==> src/rtl/omr_pkg.sv <==
// Shared types and width helpers for the OMR grader family.
package omr_pkg;

   typedef enum logic [1:0] {
      IDLE,
      KEY,
      GRADE,
      DONE
   } state_t;

   typedef enum logic [1:0] {
      CORRECT,
      WRONG,
      BLANK,
      INVALID
   } cls_t;

   // Width of a score able to hold num_q*pos_mark.
   function automatic int unsigned score_width(input int unsigned num_q,
                                               input int unsigned pos_mark);
      return $clog2(num_q * pos_mark + 1);
   endfunction

   // Width of a counter able to hold num_q.
   function automatic int unsigned cnt_width(input int unsigned num_q);
      return $clog2(num_q + 1);
   endfunction

endpackage

==> src/rtl/omr_classify.sv <==
// Combinational classification of one answer against its key entry.
module omr_classify
   import omr_pkg::*;
#(
   parameter int unsigned NUM_OPT = 4
) (
   input  logic [NUM_OPT-1:0] key_entry,
   input  logic [NUM_OPT-1:0] ans,
   output cls_t               cls
);

   localparam int unsigned POP_W = $clog2(NUM_OPT + 1);

   logic [POP_W-1:0] key_pop;
   logic [POP_W-1:0] ans_pop;

   // Popcounts of key and answer, then class; a non-one-hot key voids the question.
   always_comb begin
      key_pop = '0;
      ans_pop = '0;
      for (int unsigned i = 0; i < NUM_OPT; i++) begin
         key_pop = key_pop + POP_W'(key_entry[i]);
         ans_pop = ans_pop + POP_W'(ans[i]);
      end
      cls = WRONG;
      if (key_pop != POP_W'(1))
         cls = CORRECT;
      else if (ans == '0)
         cls = BLANK;
      else if (ans_pop > POP_W'(1))
         cls = INVALID;
      else if (ans == key_entry)
         cls = CORRECT;
   end

endmodule

==> src/rtl/omr_grader_seq.sv <==
// Sequential OMR grader: loads a one-hot answer key, then grades streamed sheets.
module omr_grader_seq
   import omr_pkg::*;
#(
   parameter  int unsigned NUM_Q    = 10,
   parameter  int unsigned NUM_OPT  = 4,
   parameter  int unsigned POS_MARK = 1,
   parameter  int unsigned NEG_MARK = 1,
   localparam int unsigned SCORE_W  = score_width(NUM_Q, POS_MARK),
   localparam int unsigned CNT_W    = cnt_width(NUM_Q)
) (
   input  logic               clk,
   input  logic               reset_n,
   input  logic               key_load,
   input  logic               key_valid,
   input  logic [NUM_OPT-1:0] key_data,
   output logic               key_ready,
   input  logic               start,
   input  logic               neg_en,
   input  logic               ans_valid,
   input  logic [NUM_OPT-1:0] ans_data,
   output logic               ans_ready,
   output logic               key_loaded,
   output logic               busy,
   output logic               done,
   output logic [SCORE_W-1:0] score,
   output logic [CNT_W-1:0]   n_correct,
   output logic [CNT_W-1:0]   n_wrong,
   output logic [CNT_W-1:0]   n_blank,
   output logic [CNT_W-1:0]   n_invalid
);

   localparam int unsigned ACC_W = SCORE_W + CNT_W + $clog2(NEG_MARK + 1) + 1;
   localparam int unsigned IDX_W = (NUM_Q > 1) ? $clog2(NUM_Q) : 1;
   localparam logic [IDX_W-1:0]        LAST_IDX = IDX_W'(NUM_Q - 1);
   localparam logic signed [ACC_W-1:0] POS_INC  = ACC_W'(POS_MARK);
   localparam logic signed [ACC_W-1:0] NEG_DEC  = ACC_W'(NEG_MARK);

   state_t                    state;
   logic [IDX_W-1:0]          idx;
   logic [NUM_OPT-1:0]        key_mem [NUM_Q];
   logic                      neg_lat;
   logic signed [ACC_W-1:0]   acc;
   logic signed [ACC_W-1:0]   acc_next;
   logic [SCORE_W-1:0]        score_next;
   cls_t                      cls;

   omr_classify #(.NUM_OPT(NUM_OPT)) u_classify (
      .key_entry (key_mem[idx]),
      .ans       (ans_data),
      .cls       (cls)
   );

   // Next accumulator value for the answer at the port, and its clamped score.
   always_comb begin
      acc_next = acc;
      if (cls == CORRECT)
         acc_next = acc + POS_INC;
      else if ((cls == WRONG || cls == INVALID) && neg_lat)
         acc_next = acc - NEG_DEC;
      score_next = acc_next[ACC_W-1] ? '0 : acc_next[SCORE_W-1:0];
   end

   // Control FSM with registered handshake/status outputs, key store and result counters.
   always_ff @(posedge clk or negedge reset_n) begin
      if (!reset_n) begin
         state      <= IDLE;
         idx        <= '0;
         neg_lat    <= 1'b0;
         acc        <= '0;
         key_ready  <= 1'b0;
         ans_ready  <= 1'b0;
         key_loaded <= 1'b0;
         busy       <= 1'b0;
         done       <= 1'b0;
         score      <= '0;
         n_correct  <= '0;
         n_wrong    <= '0;
         n_blank    <= '0;
         n_invalid  <= '0;
         for (int unsigned i = 0; i < NUM_Q; i++)
            key_mem[i] <= '0;
      end else begin
         unique case (state)
            IDLE, DONE: begin
               if (key_load) begin
                  state      <= KEY;
                  idx        <= '0;
                  key_ready  <= 1'b1;
                  busy       <= 1'b1;
                  done       <= 1'b0;
                  key_loaded <= 1'b0;
                  acc        <= '0;
                  score      <= '0;
                  n_correct  <= '0;
                  n_wrong    <= '0;
                  n_blank    <= '0;
                  n_invalid  <= '0;
               end else if (start && key_loaded) begin
                  state      <= GRADE;
                  idx        <= '0;
                  neg_lat    <= neg_en;
                  ans_ready  <= 1'b1;
                  busy       <= 1'b1;
                  done       <= 1'b0;
                  acc        <= '0;
                  score      <= '0;
                  n_correct  <= '0;
                  n_wrong    <= '0;
                  n_blank    <= '0;
                  n_invalid  <= '0;
               end
            end
            KEY: begin
               if (key_valid && key_ready) begin
                  key_mem[idx] <= key_data;
                  if (idx == LAST_IDX) begin
                     state      <= IDLE;
                     idx        <= '0;
                     key_ready  <= 1'b0;
                     busy       <= 1'b0;
                     key_loaded <= 1'b1;
                  end else begin
                     idx <= idx + IDX_W'(1);
                  end
               end
            end
            GRADE: begin
               if (ans_valid && ans_ready) begin
                  acc   <= acc_next;
                  score <= score_next;
                  unique case (cls)
                     CORRECT: n_correct <= n_correct + CNT_W'(1);
                     WRONG:   n_wrong   <= n_wrong + CNT_W'(1);
                     BLANK:   n_blank   <= n_blank + CNT_W'(1);
                     INVALID: n_invalid <= n_invalid + CNT_W'(1);
                  endcase
                  if (idx == LAST_IDX) begin
                     state     <= DONE;
                     idx       <= '0;
                     ans_ready <= 1'b0;
                     busy      <= 1'b0;
                     done      <= 1'b1;
                  end else begin
                     idx <= idx + IDX_W'(1);
                  end
               end
            end
            default: state <= IDLE;
         endcase
      end
   end

endmodule

==> config.mk <==
export PLATFORM = sky130hd
export DESIGN_NAME = omr_grader_seq
export DESIGN_NICKNAME = d
export VERILOG_FILES = /design/src/rtl/omr_pkg.sv /design/src/rtl/omr_classify.sv /design/src/rtl/omr_grader_seq.sv
export SDC_FILE = /design/constraint.sdc
export NUM_CORES = 1
export LEC_CHECK = 0
export ABC_AREA = 1
export BUFFER_PORTS_ARGS = -buffer_cell sky130_fd_sc_hd__buf_2
export CAP_MARGIN = 20
export CORE_MARGIN = 2
export CORE_UTILIZATION = 60
export CTS_BUF_LIST = sky130_fd_sc_hd__clkbuf_8 sky130_fd_sc_hd__clkbuf_16
export CTS_CLUSTER_DIAMETER = 40
export DETAILED_ROUTE_END_ITERATION = 8
export GPL_ROUTABILITY_DRIVEN = 0
export PLACE_DENSITY = 0.91
export RECOVER_POWER = 100
export REMOVE_ABC_BUFFERS = 1
export SLEW_MARGIN = 5
export SYNTH_ARGS = -nofsm -noshare
export SYNTH_HDL_FRONTEND = slang
export SYNTH_SLANG_ARGS = --single-unit
==> constraint.sdc <==
create_clock -name clk -period 4.9 [get_ports clk]
set_clock_uncertainty 0.2 [all_clocks]
set_input_delay 0.49 -clock clk [delete_from_list [all_inputs] [get_ports clk]]
set_output_delay 0.49 -clock clk [all_outputs]
set_load 0.01 [all_outputs]
# Word-level counts from Yosys, hierarchy flattened
# Cells that the tools add are included.
[word_totals] regBits=82
[op_classes] addsub=13 n_lt_le_gt_ge=3 n_eq_ne=22 muxes=65 bitwise=2 n_reduce_logical=25
[op_table] operator="two-way mux 4 bit" n=18
[op_table] operator="two-way mux 10 bit" n=5
[op_table] operator="bitwise mux 40 bit" n=1
[op_table] operator="case mux 4 bit (2 select lines)" n=5
[op_table] operator="AND reduction 4 bit" n=7
[op_table] operator="adder 4 x 1 -> 4 bit, second input constant" n=5
[op_table] operator="!= test 2 bit, second input constant" n=10
[op_table] operator="case mux 10 bit (2 select lines)" n=1
[op_table] operator="two-way mux 2 bit" n=9
[op_table] operator="two-way mux 1 bit" n=17
[op_table] operator="binary-select mux 4 bit (select 4 bit)" n=1
[op_table] operator="demux 4 bit (select 4 bit)" n=1
[op_table] operator="adder 3 x 1 -> 3 bit" n=4
[op_table] operator="case mux 4 bit (3 select lines)" n=1
[op_table] operator="adder 10 x 2 -> 10 bit, second input constant" n=1
[op_table] operator="AND reduction 5 bit" n=2
[op_table] operator="subtractor 10 x 2 -> 10 bit, second input constant" n=1
[op_table] operator="AND reduction 3 bit" n=3
[op_table] operator="equality test 2 bit, second input constant" n=4
[op_table] operator="case mux 1 bit (2 select lines)" n=4
[op_table] operator="!= test 3 bit, second input constant" n=2
[op_table] operator="case mux 2 bit (3 select lines)" n=1
[op_table] operator=">= comparator 5 bit, second input constant" n=1
[op_table] operator="logical AND 1 bit" n=5
[op_table] operator="17 further kinds" n=21

# Longest topological paths before layout
[logic_depth] depth_word=17 ltp_mapped=23 ltp_nobuf=23

# Modules after synthesis
# From an unflattened synthesis, not the netlist that was laid out.
[unflattened] cells_unflattened=562 hier_area_um2=4451.8
[modules_own_cells] mod="omr_grader_seq" instances=1 cells_each=522 area_each_um2=4226.6 seq_area_each_um2=2052.0
[modules_own_cells] mod="omr_classify" instances=1 cells_each=40 area_each_um2=225.2 seq_area_each_um2=0.0

# Worst setup path after synthesis
# No wires, ideal clock.
[synth_timing] path_type="register -> register" start="reg idx[0]" end="reg acc[5]" setup_ps=121 arrival_ps=3234 t_required_ps=4579 path_slack_ps=1345 stages_incl_launch_ff=21 period_less_slack_ps=3555 path_cell_list="dfrtp_1 > buf_4 > nand2_2 > nor2_4 > a21oi_1 > nand3_2 > ha_1 > inv_1 > fa_1 > inv_1 > ha_1 > nor3_1 > inv_1 > a31oi_1 > nand3_2 > nand2_1 > nand2_1 > nand2_2 > inv_2 > nand2_1 > o21ai_1"
[synth_between] elab_chain_len=14
[synth_rtl] item="from (decl)" line="omr_grader_seq.sv:40" text="logic [IDX_W-1:0] idx;"
[synth_rtl] item="from (signal assigned)" line="omr_grader_seq.sv:124" text="idx <= idx + IDX_W'(1);"
[synth_rtl] item="from (signal assigned)" line="omr_grader_seq.sv:145" text="idx <= idx + IDX_W'(1);"
[synth_rtl] item="inverter 4 -> 5 bit (implied by the code) (*)" line="omr_grader_seq.sv:49" text=".key_entry (key_mem[idx]),"
[synth_rtl] item="binary-select mux 4 bit (select 4 bit) (*)" line="omr_grader_seq.sv:49"
[synth_rtl] item="two-way mux 4 bit (implied by the code) (*) (2 in series)" line="omr_grader_seq.sv:49"
[synth_rtl] item="adder 1 x 1 -> 2 bit / equality test 4 bit (equally long branches)" line="omr_classify.sv:22, omr_classify.sv:32"
[synth_rtl] item="adder 3 x 1 -> 3 bit / two-way mux 1 bit (equally long branches)" line="omr_classify.sv:22, omr_classify.sv:32"
[synth_rtl] item="adder 3 x 1 -> 3 bit / two-way mux 2 bit (equally long branches)" line="omr_classify.sv:22, omr_classify.sv:30"
[synth_rtl] item="!= test 3 x 1 -> 1 bit / two-way mux 2 bit (equally long branches)" line="omr_classify.sv:26, omr_classify.sv:28"
[synth_rtl] item="two-way mux 2 bit (*)" line="omr_classify.sv:26" text="if (key_pop != POP_W'(1))"
[synth_rtl] item="equality test 2 x 1 -> 1 bit / equality test 2 bit (equally long branches)" line="omr_grader_seq.sv:59" text="else if ((cls == WRONG || cls == INVALID) && neg_lat)"
[synth_rtl] item="logical OR 1 bit" line="omr_grader_seq.sv:59"
[synth_rtl] item="logical AND 1 bit" line="omr_grader_seq.sv:59"
[synth_rtl] item="!= test 3 bit (no line)"
[synth_rtl] item="AND reduction 4 bit (no line)"
[synth_rtl] item="to (signal assigned)" line="omr_grader_seq.sv:130" text="acc <= acc_next;"
[synth_rtl] item="to (decl)" line="omr_grader_seq.sv:43" text="logic signed [ACC_W-1:0] acc;"
# Every way passes the cells marked *; elsewhere a longest branch is shown, timed or not. The select of a mux whose other input is x is not followed.
# A chain may end at the register's enable or synchronous reset.

# Final worst setup path
[layout_timing] start="reg idx[1]" end="reg acc[5]"
# The elaborated chain is that of the path after synthesis.

==> results.cfg <==
[status]
status = completed

[yosys]
async_flop_share_pct = 100.0
ys_types = 40
synth-seq-cells = 82
ys_top_cells_by_area = dfrtp_1 (45%), nand2_1 (16%), o21ai_0 (7.0%)
syn_area_per_cell_um2 = 7.728
post-synth-top-area-cell = dfrtp_1
ys_top_cells_by_count = nand2_1 (194), dfrtp_1 (82), o21ai_0 (64)
yosys.area.top_type_share_pct = 44.63
synth_flop_cell = dfrtp_1
seq_area_frac_synth_pct = 44.63
yosysMostFrequentCell = nand2_1
ys_warn_count = 0
synthCells = 595
synth_edf_count = 0
syn_area_mm2 = 0.004598

[power_and_ir_drop]
ir_drop_mv = 0.2136
leakagePower_nw = 2.514
powerDensity_mw_per_mm2 = 250.3
p_total_w = 0.001256

[timing]
whs_ps = 191.7
grt_setup_unrepaired = no
post-route-min-period_ps = 4472
slew_violations = 0
finalSetupTns_ps = 0
max_freq_mhz = 223.6
period_share_pct = 91.27
slew_headroom_pct = 4.111
hold_viol = 0
worstMarginPinSlew_ps = 1438
setup_viol = 0
fin_ws_ps = 427.8

[detailed_routing]
via_count = 4215
drtIter0Drc = 301
dr.pass1.iters = 5
postRouteAntennaNets = 0
viasPerCell = 5.696
wl_per_cell_um = 14.71
drc = 0
wl_mm = 10.89

[worst_setup_path]
worst_r2r_endpoint = acc[5]
cp_top_family = simple AND/OR/NAND/NOR gates
worstSetupStartpointType = flip-flop
crit_path_top_delay_cell = dfrtp_1
reg2reg_depth = 19
worstPathRequired_ps = 4970
reg2reg_slack_ps = 430
path_buf_inv = 5
crit_top_cell = inv_1
rr_startpoint = idx[1]
critPathMaxStageDelay_ps = 570
crit_type = reg -> reg
arrival_ps = 4540
path_max_fanout = 12
worstSetupEndpointType = flip-flop
cp_num_cells = 19
path_cells = inv_2, nand2_2, nor2_4, a21oi_1, nand3_1, ha_1, inv_1, fa_1, inv_1, ha_1, nor3_1, inv_1, a31oi_1, nand3_2, nand2_1, nand2_1, nand2_2, inv_1, o21ai_0

[floorplanning]
die_w_um = 91.54
core_area_mm2 = 0.007331
rows = 31
ios = 40
start_util_pct = 62.72
fp.dieH_um = 91.54
die-area_mm2 = 0.008380

[worst_hold_path]
hp-class = in -> reg
worst_hold_startpoint = neg_en
min_to = neg_lat
hold_depth = 2

[cells_and_area]
num_antenna_cells = 0
drive_gt1_share_pct = 8.424
multi_input_area_mm2 = 0.002222
fillCellCount = 599
syn_to_final_growth_pct = 9.170
final_cells = 740
seq_area_mm2 = 0.002053
nets = 665

[cts]
post_cts_buffers = 0
clk_latency_ps = 360
ctsHtreeMaxLevel = 3
cts_root_buf = clkbuf_8
cts-buffers-inserted = 9
path_clk_slew_ps = 80
cts_tree = yes
clock-sinks = 82
cts_max_path_buffers = 2

[global_routing]
antenna_found_initial = 0
overflow = 0
grt_max_degree = 83
grt_pass1_vias = 4101
grt_pass1_wl_mm = 18.86
grt_usage_pct = 27.99

[placed_design]
io_buffers = 39
dpl.cell_count = 722
place_hpwl_mm = 7.823
dpl_worst_slack_ps = 400.9

[run]
maxCapViolCount = 0
[state kept, by name, summed over array words and instances, names as in the netlist, 2 cells and up]
| signal | cells |
|---|---|
| key_mem | 40 |
| idx | 4 |
| n_correct | 4 |
| n_invalid | 4 |
| score | 4 |
| n_wrong | 4 |
| acc | 10 |
| state | 2 |
| n_blank | 4 |
[power breakdown]
part,internal (W),switching [W]
Clock,0.000287,0.000255
Sequential,0.000676,0
Combinational,0.00000914,0.0000289
[cell usage in the layout (no fill, tap or decap), types with 2 or more instances in the layout]
cell	Yosys	routed
a21oi_1	13	13
buf_2	2	13
bufinv_16	0	2
clkbuf_1	4	26
clkbuf_8	0	9
dfrtp_1	82	81
ha_1	13	13
inv_1	53	55
inv_2	6	5
mux2_2	2	2
nand2_1	194	196
nand2_2	4	4
nand3_1	49	50
nand4_1	12	12
nor2_1	29	31
nor2_2	7	5
nor3_1	7	7
o21ai_0	64	69
o21ai_1	7	2
o21bai_1	3	3
o31ai_2	2	2
or2_2	2	2
xnor2_1	3	3
xor2_1	13	13
[cell type report]
| type | instances | area share (%) |
|---|---|---|
| multi-input cells | 442 | 44.27 |
| flip-flops and latches | 82 | 40.90 |
| inverters | 60 | 4.487 |
| clock buffers | 9 | 2.468 |
| well taps | 99 | 2.468 |
| clock inverters | 7 | 1.869 |
| repair buffers | 41 | 3.539 |
[stage by stage]
| stage | area (um2) | util (%) |
|---|---|---|
| final | 5020 | 68.48 |
| after global routing | 5020 | 68.48 |
| after CTS | 5064 | 69.07 |
| after detailed placement | 4846 | 66.10 |
| after global placement | 4846 | 66.10 |
| after floorplan | 4524 | - |
[kinds of logic (layout without fill, tap and decap cells)]
logic type | count (synthesis) | in the layout | share of synthesized area, %
AOI/OAI and AO/OA | 97 | 97 | 11.56
buffers and inverters | 71 | 117 | 6.503
muxes | 2 | 2 | 0.4898
and+or+nand+nor | 313 | 313 | 29.80
xor gates and xnor gates | 16 | 16 | 3.048
DFF | 82 | 82 | 44.63
adders and majority gates | 14 | 14 | 3.973
[what timing repair did]
action | in CTS | in global routing
endpoints found under the setup margin | 0 | 14
hold buffers | 0 | 1
hold endpoints to repair | 0 | 27
resized for setup | 0 | 1
[layer usage]
metal  routed length (um)  global-route usage, %  vias to the layer above
met5                    0                      0                        -
met4                  345                  11.74                        0
met3                  694                  4.813                       33
met2                 5425                  47.24                      196
met1                 4421                  35.51                     1962
li1                     -                      -                     2024
[worst register-to-register path, cell delays in order, from the launching register on]
cell and delay (ps):
dfrtp_1 570, inv_2 190, nand2_2 140, nor2_4 70, a21oi_1 220, nand3_1 160
ha_1 300, inv_1 50, fa_1 360, inv_1 90, ha_1 230, nor3_1 180
inv_1 70, a31oi_1 530, nand3_2 310, nand2_1 160, nand2_1 70, nand2_2 160
inv_1 90, o21ai_0 220
[worst max path at each step]
stage,endpoint,from,slack (ps)
detailed placement,acc[9],idx[0],400
finish,acc[5],idx[1],430
global route,acc[5],idx[0],70
global placement,acc[9],idx[0],670
CTS,acc[9],idx[0],360
floorplan,acc[9],idx[0],970
Note: power is estimated with default switching activity, not from simulation.
